<file path="src/rtl/ex_stage_pkg.sv">
// Shared EX definitions: ALU op codes, div_op bit positions, zip widths, divider states.
// Imported by ex_stage, ex_divider and the bench so encodings live in one place.
package ex_stage_pkg;

    localparam int ALU_OP_W = 4;
    localparam int DIV_OP_W = 3;
    localparam int RF_ZIP_W = 6;
    localparam int FWD_ZIP_W = 7;

    // id_div_op = {div_en, signed, want_remainder}
    localparam int DIV_EN_BIT = 2;
    localparam int DIV_SIGNED_BIT = 1;
    localparam int DIV_REM_BIT = 0;

    typedef enum logic [ALU_OP_W-1:0] {
        ALU_ADD  = 4'd0,
        ALU_SUB  = 4'd1,
        ALU_SLT  = 4'd2,
        ALU_SLTU = 4'd3,
        ALU_AND  = 4'd4,
        ALU_OR   = 4'd5,
        ALU_NOR  = 4'd6,
        ALU_XOR  = 4'd7,
        ALU_SLL  = 4'd8,
        ALU_SRL  = 4'd9,
        ALU_SRA  = 4'd10,
        ALU_LUI  = 4'd11
    } alu_op_e;

    typedef enum logic [1:0] {
        DIV_IDLE = 2'd0,
        DIV_BUSY = 2'd1,
        DIV_DONE = 2'd2
    } div_state_e;

endpackage

</file>
<file path="src/rtl/ex_stage_if.sv">
// Handshake between the EX stage and its iterative divider.
// master = EX control side, slave = divider.
interface ex_stage_if;
    logic        start;
    logic        sgn;
    logic [31:0] src1;
    logic [31:0] src2;
    logic        ack;
    logic        busy;
    logic        done;
    logic [31:0] quotient;
    logic [31:0] remainder;

    modport master (
        output start, sgn, src1, src2, ack,
        input  busy, done, quotient, remainder
    );

    modport slave (
        input  start, sgn, src1, src2, ack,
        output busy, done, quotient, remainder
    );
endinterface

</file>
<file path="src/rtl/ex_divider.sv">
// Restoring radix-2 divider, IDLE -> BUSY (32 steps) -> DONE; result held until ack.
// Signed ops divide magnitudes and fix signs at the output; divide by zero yields all-ones / src1.
module ex_divider
    import ex_stage_pkg::*;
(
    input  logic       clk,
    input  logic       resetn,
    ex_stage_if.slave  div
);

    div_state_e  state_q, state_d;
    logic [5:0]  cnt_q;
    logic [31:0] rem_q;
    logic [31:0] quo_q;
    logic [31:0] dvs_q;
    logic        q_neg_q;
    logic        r_neg_q;
    logic        dbz_q;

    logic [31:0] mag1, mag2;
    logic [32:0] trial, diff;

    assign mag1  = (div.sgn & div.src1[31]) ? -div.src1 : div.src1;
    assign mag2  = (div.sgn & div.src2[31]) ? -div.src2 : div.src2;

    // Dividend bits shift out of quo_q into the partial remainder one per step.
    assign trial = {rem_q, quo_q[31]};
    assign diff  = trial - {1'b0, dvs_q};

    always_comb begin
        state_d  = state_q;
        div.busy = 1'b0;
        div.done = 1'b0;
        case (state_q)
            DIV_IDLE: if (div.start) state_d = DIV_BUSY;
            DIV_BUSY: begin
                div.busy = 1'b1;
                if (cnt_q == 6'd31) state_d = DIV_DONE;
            end
            DIV_DONE: begin
                div.done = 1'b1;
                if (div.ack) state_d = DIV_IDLE;
            end
            default: state_d = DIV_IDLE;
        endcase
    end

    always_ff @(posedge clk) begin
        if (!resetn) begin
            state_q <= DIV_IDLE;
            cnt_q   <= 6'd0;
            rem_q   <= 32'd0;
            quo_q   <= 32'd0;
            dvs_q   <= 32'd0;
            q_neg_q <= 1'b0;
            r_neg_q <= 1'b0;
            dbz_q   <= 1'b0;
        end else begin
            state_q <= state_d;
            case (state_q)
                DIV_IDLE: if (div.start) begin
                    cnt_q   <= 6'd0;
                    rem_q   <= 32'd0;
                    quo_q   <= mag1;
                    dvs_q   <= mag2;
                    q_neg_q <= div.sgn & (div.src1[31] ^ div.src2[31]);
                    r_neg_q <= div.sgn & div.src1[31];
                    dbz_q   <= (div.src2 == 32'd0);
                end
                DIV_BUSY: begin
                    cnt_q <= cnt_q + 6'd1;
                    if (!diff[32]) begin
                        rem_q <= diff[31:0];
                        quo_q <= {quo_q[30:0], 1'b1};
                    end else begin
                        rem_q <= trial[31:0];
                        quo_q <= {quo_q[30:0], 1'b0};
                    end
                end
                default: ;
            endcase
        end
    end

    // Zero divisor already leaves |src1| in rem_q; only the quotient needs overriding.
    assign div.quotient  = dbz_q ? 32'hFFFF_FFFF : (q_neg_q ? -quo_q : quo_q);
    assign div.remainder = r_neg_q ? -rem_q : rem_q;

endmodule

</file>
<file path="src/rtl/ex_stage.sv">
// EX pipeline stage: 1-cycle ALU, optional 34-cycle divider (EX_DIV_EN); holds while !mem_allowin.
// Memory enables are only raised in the cycle the instruction actually moves to MEM.
module ex_stage
    import ex_stage_pkg::*;
(
    input  logic                 clk,
    input  logic                 resetn,
    output logic                 ex_allowin,
    input  logic                 id_to_ex_valid,
    input  logic [31:0]          id_pc,
    input  logic [31:0]          id_alu_src1,
    input  logic [31:0]          id_alu_src2,
    input  logic [ALU_OP_W-1:0]  id_alu_op,
    input  logic [DIV_OP_W-1:0]  id_div_op,
    input  logic                 id_res_from_mem,
    input  logic                 id_mem_we,
    input  logic [31:0]          id_rkd_value,
    input  logic [RF_ZIP_W-1:0]  id_rf_zip,
    output logic                 ex_to_mem_valid,
    output logic [31:0]          ex_pc,
    output logic [31:0]          ex_alu_result,
    output logic [31:0]          ex_rkd_value,
    output logic                 ex_res_from_mem,
    output logic                 ex_mem_we,
    output logic [RF_ZIP_W-1:0]  ex_rf_zip,
    input  logic                 mem_allowin,
    output logic [FWD_ZIP_W-1:0] ex_fwd_zip
);

    logic                ex_valid;
    logic                ex_ready_go;
    logic [31:0]         pc_q;
    logic [31:0]         src1_q;
    logic [31:0]         src2_q;
    logic [ALU_OP_W-1:0] alu_op_q;
    logic                res_from_mem_q;
    logic                mem_we_q;
    logic [31:0]         rkd_q;
    logic [RF_ZIP_W-1:0] rf_zip_q;
    logic [31:0]         alu_res;
    logic [31:0]         ex_result;
    logic [4:0]          shamt;
`ifdef EX_DIV_EN
    logic [DIV_OP_W-1:0] div_op_q;
`endif

    assign ex_allowin      = ~ex_valid | (ex_ready_go & mem_allowin);
    assign ex_to_mem_valid = ex_valid & ex_ready_go;

    always_ff @(posedge clk) begin
        if (!resetn) begin
            ex_valid       <= 1'b0;
            pc_q           <= 32'd0;
            src1_q         <= 32'd0;
            src2_q         <= 32'd0;
            alu_op_q       <= 4'd0;
            res_from_mem_q <= 1'b0;
            mem_we_q       <= 1'b0;
            rkd_q          <= 32'd0;
            rf_zip_q       <= '0;
`ifdef EX_DIV_EN
            div_op_q       <= '0;
`endif
        end else begin
            if (ex_allowin) ex_valid <= id_to_ex_valid;
            if (id_to_ex_valid && ex_allowin) begin
                pc_q           <= id_pc;
                src1_q         <= id_alu_src1;
                src2_q         <= id_alu_src2;
                alu_op_q       <= id_alu_op;
                res_from_mem_q <= id_res_from_mem;
                mem_we_q       <= id_mem_we;
                rkd_q          <= id_rkd_value;
                rf_zip_q       <= id_rf_zip;
`ifdef EX_DIV_EN
                div_op_q       <= id_div_op;
`endif
            end
        end
    end

    assign shamt = src2_q[4:0];

    always_comb begin
        alu_res = 32'd0;
        case (alu_op_q)
            ALU_ADD:  alu_res = src1_q + src2_q;
            ALU_SUB:  alu_res = src1_q - src2_q;
            ALU_SLT:  alu_res = {31'd0, $signed(src1_q) < $signed(src2_q)};
            ALU_SLTU: alu_res = {31'd0, src1_q < src2_q};
            ALU_AND:  alu_res = src1_q & src2_q;
            ALU_OR:   alu_res = src1_q | src2_q;
            ALU_NOR:  alu_res = ~(src1_q | src2_q);
            ALU_XOR:  alu_res = src1_q ^ src2_q;
            ALU_SLL:  alu_res = src1_q << shamt;
            ALU_SRL:  alu_res = src1_q >> shamt;
            ALU_SRA:  alu_res = $signed(src1_q) >>> shamt;
            ALU_LUI:  alu_res = src2_q;
            default:  alu_res = 32'd0;
        endcase
    end

`ifdef EX_DIV_EN
    ex_stage_if div_bus ();
    logic is_div;

    assign is_div        = div_op_q[DIV_EN_BIT];
    // Gate start on busy/done so a waiting result is never overwritten by a restart.
    assign div_bus.start = ex_valid & is_div & ~div_bus.busy & ~div_bus.done;
    assign div_bus.sgn   = div_op_q[DIV_SIGNED_BIT];
    assign div_bus.src1  = src1_q;
    assign div_bus.src2  = src2_q;
    assign div_bus.ack   = mem_allowin;

    ex_divider u_divider (
        .clk    (clk),
        .resetn (resetn),
        .div    (div_bus)
    );

    assign ex_ready_go = ~is_div | div_bus.done;
    assign ex_result   = ~is_div ? alu_res :
                         (div_op_q[DIV_REM_BIT] ? div_bus.remainder : div_bus.quotient);
`else
    logic unused_div_op;

    assign unused_div_op = ^id_div_op;
    assign ex_ready_go   = 1'b1;
    assign ex_result     = alu_res;
`endif

    assign ex_pc           = pc_q;
    assign ex_alu_result   = ex_result;
    assign ex_rkd_value    = rkd_q;
    assign ex_rf_zip       = rf_zip_q;
    assign ex_res_from_mem = res_from_mem_q & ex_valid & ex_ready_go & mem_allowin;
    assign ex_mem_we       = mem_we_q & ex_valid & ex_ready_go & mem_allowin;
    assign ex_fwd_zip      = {ex_valid & rf_zip_q[RF_ZIP_W-1], rf_zip_q[RF_ZIP_W-2:0], res_from_mem_q};

endmodule

</file>
<file path="config.mk">
export PLATFORM = sky130hd
export DESIGN_NAME = ex_stage
export DESIGN_NICKNAME = d
export VERILOG_FILES = /design/src/rtl/ex_stage_pkg.sv /design/src/rtl/ex_stage_if.sv /design/src/rtl/ex_divider.sv /design/src/rtl/ex_stage.sv
export SDC_FILE = /design/constraint.sdc
export NUM_CORES = 1
export LEC_CHECK = 0
export ABC_AREA = 1
export BUFFER_PORTS_ARGS = -buffer_cell sky130_fd_sc_hd__buf_2
export CELL_PAD_IN_SITES_DETAIL_PLACEMENT = 2
export CELL_PAD_IN_SITES_GLOBAL_PLACEMENT = 2
export CORE_UTILIZATION = 29
export DETAILED_ROUTE_END_ITERATION = 7
export PLACE_DENSITY = 0.82
export SETUP_SLACK_MARGIN = 0.1
export SYNTH_ARGS = -nofsm -noshare
export SYNTH_HDL_FRONTEND = slang
export SYNTH_HIERARCHICAL = 1
export SYNTH_SLANG_ARGS = --single-unit
</file>
<file path="constraint.sdc">
create_clock -name clk -period 3.1 [get_ports clk]
set_input_delay 0.62 -clock clk [delete_from_list [all_inputs] [get_ports clk]]
set_output_delay 0.62 -clock clk [all_outputs]
set_load 0.05 [all_outputs]
</file>
==> results.cfg, run 1 <==
[clocking]
cts_buffer_depth = 2
cts_sinks = 141
ctsRootBufferMaster = clkbuf_16
tritoncts.num_buffers = 17
htreeDepth = 4

[timing]
worst_path_end_type = output port
grt_worst_endpoint = ex_alu_result[14]

[run_status]
flow.first_error = [ERROR GRT-0232] Routing congestion too high. Check the congestion heatmap in the GUI.
stop_stage = 5_1_grt
run_status = aborted with a tool error

[place]
dp_hpwl_mm = 77.58
port-buffer-count = 256
place_inst = 3879
dp_slack_ns = -0.2252
finalWeightedCongestion = 0.9905

[synth]
mappedNetlistNets = 3031
synth.distinct_cells = 47
synth-async-reset-ratio = 0
synth_sequential_area_ratio = 0.1834
post_synthesis_cells = 2783
synth_area_per_cell_um2 = 5.531
netlist_area_um2 = 15390
synth_ff_type = dfxtp_1
synth_top_cell_by_area = nand2_1
yosysMostFrequentCell = nand2_1
yosysTopAreaCellShare = 0.2034
post_synth_most_frequent_cells = nand2_1 (834), nand3_1 (378), nor2_1 (331)
synth.yosys.warnings = 6
synth.ff_latch_count = 141
netlist_top_cells_area = nand2_1 (20%), dfxtp_1 (18%), nand3_1 (12%)
synth_enable_flop_cells = 0

[floorplanning]
fp.dieW_um = 232.4
die-height_um = 232.4
placementRows = 84
num_io_pins = 260
initial_utilization = 0.2929

[global_routing]
maximum_number_of_pins_on_one_net_before_global_route_repair = 81
antenna_found_initial = 24
grt.overflow.total = 23
track_usage = 0.6529
timing repair:
| item | in CTS |
|---|---|
| pin swaps | 127 |
| setup endpoints to repair | 32 |
| endpoints found under the hold margin | 0 |
| setup buffers | 41 |
| hold buffers | 0 |
| cloned | 8 |
| gates resized for setup | 761 |
cells by family after synthesis:
| group | share of synthesized area |
|---|---|
| adder cells (fa/ha/maj) | 0.08307 |
| AO/OA/AOI/OAI | 0.1500 |
| AND/OR/NAND/NOR | 0.4558 |
| flip-flops | 0.1834 |
| buffers and inverters | 0.1248 |
| XOR/XNOR | 0.002276 |
| multiplexers | 0.0006503 |
per-stage QoR:
stage | hold slack (ns) | cell area (µm²) | utilization
after CTS | 0.3793 | 23390 | 0.4451
after detailed placement | 0.4802 | 19520 | 0.3715
after global placement | 0.4581 | 19520 | 0.3715
after floorplan | 0.4549 | 15470 | -
layer usage:
| metal | track usage | overflow |
|---|---|---|
| met2 | 0.8972 | 8 |
| met1 | 0.6324 | 0 |
| met4 | 0.7124 | 15 |
| met3 | 0.4038 | 0 |
| met5 | 0.09191 | 0 |
==> run 2, diff against run 1 <==
CELL_PAD_IN_SITES_DETAIL_PLACEMENT = default   (was 2)
CELL_PAD_IN_SITES_GLOBAL_PLACEMENT = default   (was 2)
CORE_UTILIZATION = 35   (was 29)
PLACE_DENSITY = default   (was 0.82)
PLACE_DENSITY_LB_ADDON = 0.15   (was default)
SETUP_SLACK_MARGIN = default   (was 0.1)
==> results.cfg, run 2 <==
[synth]
post_synthesis_cells = 2783
netlist_top_cells_area = nand2_1 (20%), dfxtp_1 (18%), nand3_1 (12%)
synth.yosys.warnings = 6
synth_ff_type = dfxtp_1
synth_sequential_area_ratio = 0.1834
synth-async-reset-ratio = 0
synth.ff_latch_count = 141
synth_top_cell_by_area = nand2_1
synth.distinct_cells = 47
yosysTopAreaCellShare = 0.2034
synth_enable_flop_cells = 0
yosysMostFrequentCell = nand2_1
mappedNetlistNets = 3031
netlist_area_um2 = 15390
synth_area_per_cell_um2 = 5.531
post_synth_most_frequent_cells = nand2_1 (834), nand3_1 (378), nor2_1 (331)

[run_status]
run_status = finished, violations left
failing_checks = setup timing

[timing]
final-setup-viol-count = 28
grt_setup_unrepaired = yes
hold_viol = 0
setup_slack_ns = -0.1925
slew_headroom = 0.4474
fin_crit_ns = 3.292
final_max_slew_viol_count = 0
fmax_mhz = 303.7
final.setup_skew_ns = 0.01677
timing_worst_slew_pin_value_ns = 0.8202
timing.setup.tns_ns = -2.455
layout_worst_path_cycle_share = 1.062
final.hold.worst_slack_ns = 0.3957

[drt]
totalWireLength_mm = 77.91
detail_route.wl_per_cell_um = 20.07
drt-vias-per-instance = 5.360
drt_first_pass_iters = 7
dr_total_vias = 20808
drt_iter0_drc = 1734
route.detailed.drc = 0
count_of_antenna_violating_nets_left_after_detailed_routing = 0

[clocking]
clkLatencyLatePin_ns = 0.46
cts_buffer_depth = 2
tritoncts = yes
ctsRootBufferMaster = clkbuf_16
tritoncts.num_buffers = 17
htreeDepth = 4
post_cts_hold_buffer_count = 0
cts_sinks = 141
cts.reportedPaths.clkPinSlew_ns = 0.08

[critical_path]
crit_top_cell = nand3_1
critical_path.reg2reg.startpoint = ex_to_mem_valid
critical_path.top_delay_family = simple AND/OR/NAND/NOR gates
critical_path_buf_inv_count = 3
timing.critical_path.arrival_ns = 2.67
critical_path.cell_chain = inv_4, buf_12, nand2_1, nand3_1, nand3_1, nand3_1, nand3_1, nand2_1, nand2_1, nand4_1, buf_6
critical_path.slowest_cell = dfxtp_4
critical_path_required_ns = 2.48
r2r_end = ex_rf_zip[5]
critical_path.startpoint_type = flip-flop
regToRegSetupSlack_ns = 1.18
crit_fanout = 17
critPathMaxStageDelay_ns = 0.42
critical_path.endpoint_type = output pin
worst_case_reg_to_reg_path_depth = 6
worstSetupPathType = flip-flop to output pin

[global_routing]
grt_pass1_wl_mm = 114.1
grt.overflow.total = 0
grt_pass1_vias = 19408
maximum_number_of_pins_on_one_net_before_global_route_repair = 78
antenna_found_initial = 0
track_usage = 0.3392

[floorplanning]
die-height_um = 211.7
initial_utilization = 0.3558
num_io_pins = 260
placementRows = 76
fp.dieW_um = 211.7
die_area_um2 = 44820
placeableCoreArea_um2 = 43270

[final_layout]
antenna_cells_inserted = 0
finalNetCount = 3532
postLayoutCoreUtil = 0.5361
fin_cells = 3882
finalInstanceArea_um2 = 23190
layout_common_cells = nand2_1 (662), buf_4 (313), nand3_1 (309), nor2_1 (259), inv_1 (239)
layout-area-overhead-vs-synth_pct = 50.68
final_layout_size_suffix_gt1_frac = 0.3688
layout_commonest_cell = nand2_1
fill_cells = 4445

[run]
maxCapViolCount = 0

[power_and_ir_drop]
cellPowerDensity_nw_per_um2 = 427.4
worst_ir_drop_vdd_mv = 0.4085
power.leakage_nw = 11.72
total_power_mw = 9.913

[hold_path]
hold_critical_path_endpoint = ex_pc[0]
holdPathStages = 3
hold_path_startpoint = id_pc[0]
worst_hold_path_type = input pin to flip-flop

[place]
place_inst = 3813
placed_cell_area_um2 = 19520
dp_hpwl_mm = 60.31
port-buffer-count = 256
dp_slack_ns = -0.1091
finalWeightedCongestion = 1.029
[run 2: cell counts after synthesis]
No cell type changed its count.
[run 2: where the power goes]
group / switching (mW) / internal [mW] / total, mW / leakage (nW)
Sequential: 0.0924 / 1.96 / 2.06 / 1.19
Combinational: 3.59 / 2.16 / 5.75 / 10.2
Clock: 1.03 / 1.08 / 2.11 / 0.291
Total: 4.71 / 5.21 / 9.91 / 11.7
[run 2: repair_timing]
item | CTS | global route
setup endpoints to repair | 32 | 32
pin swaps | 100 | 85
gates cloned | 4 | 3
gates resized for setup | 524 | 244
setup buffers | 19 | 15
[run 2: cell type report]
cell class | instances | area (µm²) | share of cell area
sequential | 141 | 2892 | 0.1247
multi-input combinational | 2184 | 12830 | 0.5530
timing repair buffer | 631 | 4947 | 0.2133
tap | 585 | 732.0 | 0.03156
inverter | 309 | 1197 | 0.05162
clock inverter | 15 | 173.9 | 0.007498
clock buffer | 17 | 425.4 | 0.01834
[run 2: kinds of logic after synthesis]
| group | share of synthesized area |
|---|---|
| compound gates | 0.1500 |
| mux | 0.0006503 |
| flops | 0.1834 |
| xor+xnor | 0.002276 |
| buf+inv | 0.1248 |
| simple gates | 0.4558 |
| fa+ha+maj | 0.08307 |
[run 2: worst max path at each step]
stage | from | end | slack (ns) | cells past startpoint
2_1_floorplan | src2_q[3] | ex_alu_result[17] | 0.01 | 16
6_report | src2_q[0] | ex_alu_result[16] | -0.19 | 11
5_1_grt | src2_q[0] | ex_alu_result[4] | -0.24 | 13
3_5_place_dp | src1_q[8] | ex_alu_result[9] | -0.11 | 16
3_3_place_gp | src1_q[8] | ex_alu_result[9] | -0.14 | 16
4_1_cts | src1_q[17] | ex_alu_result[24] | -0.19 | 13
[run 2: worst reg2reg max path: cells and delay by family, from the launching register on]
family	cells	cell delay (ns)
buf+inv	2	0.94
simple gates	4	0.56
flops	1	0.35
[run 2: routing by layer]
metal,vias up,global-route usage,part of all wire
li1,10006,-,-
met1,9663,0.4388,0.41
met2,963,0.5639,0.46
met3,176,0.04065,0.079
met4,0,0.1502,0.045
met5,-,0,0
Power figures use the tool's default switching activity.
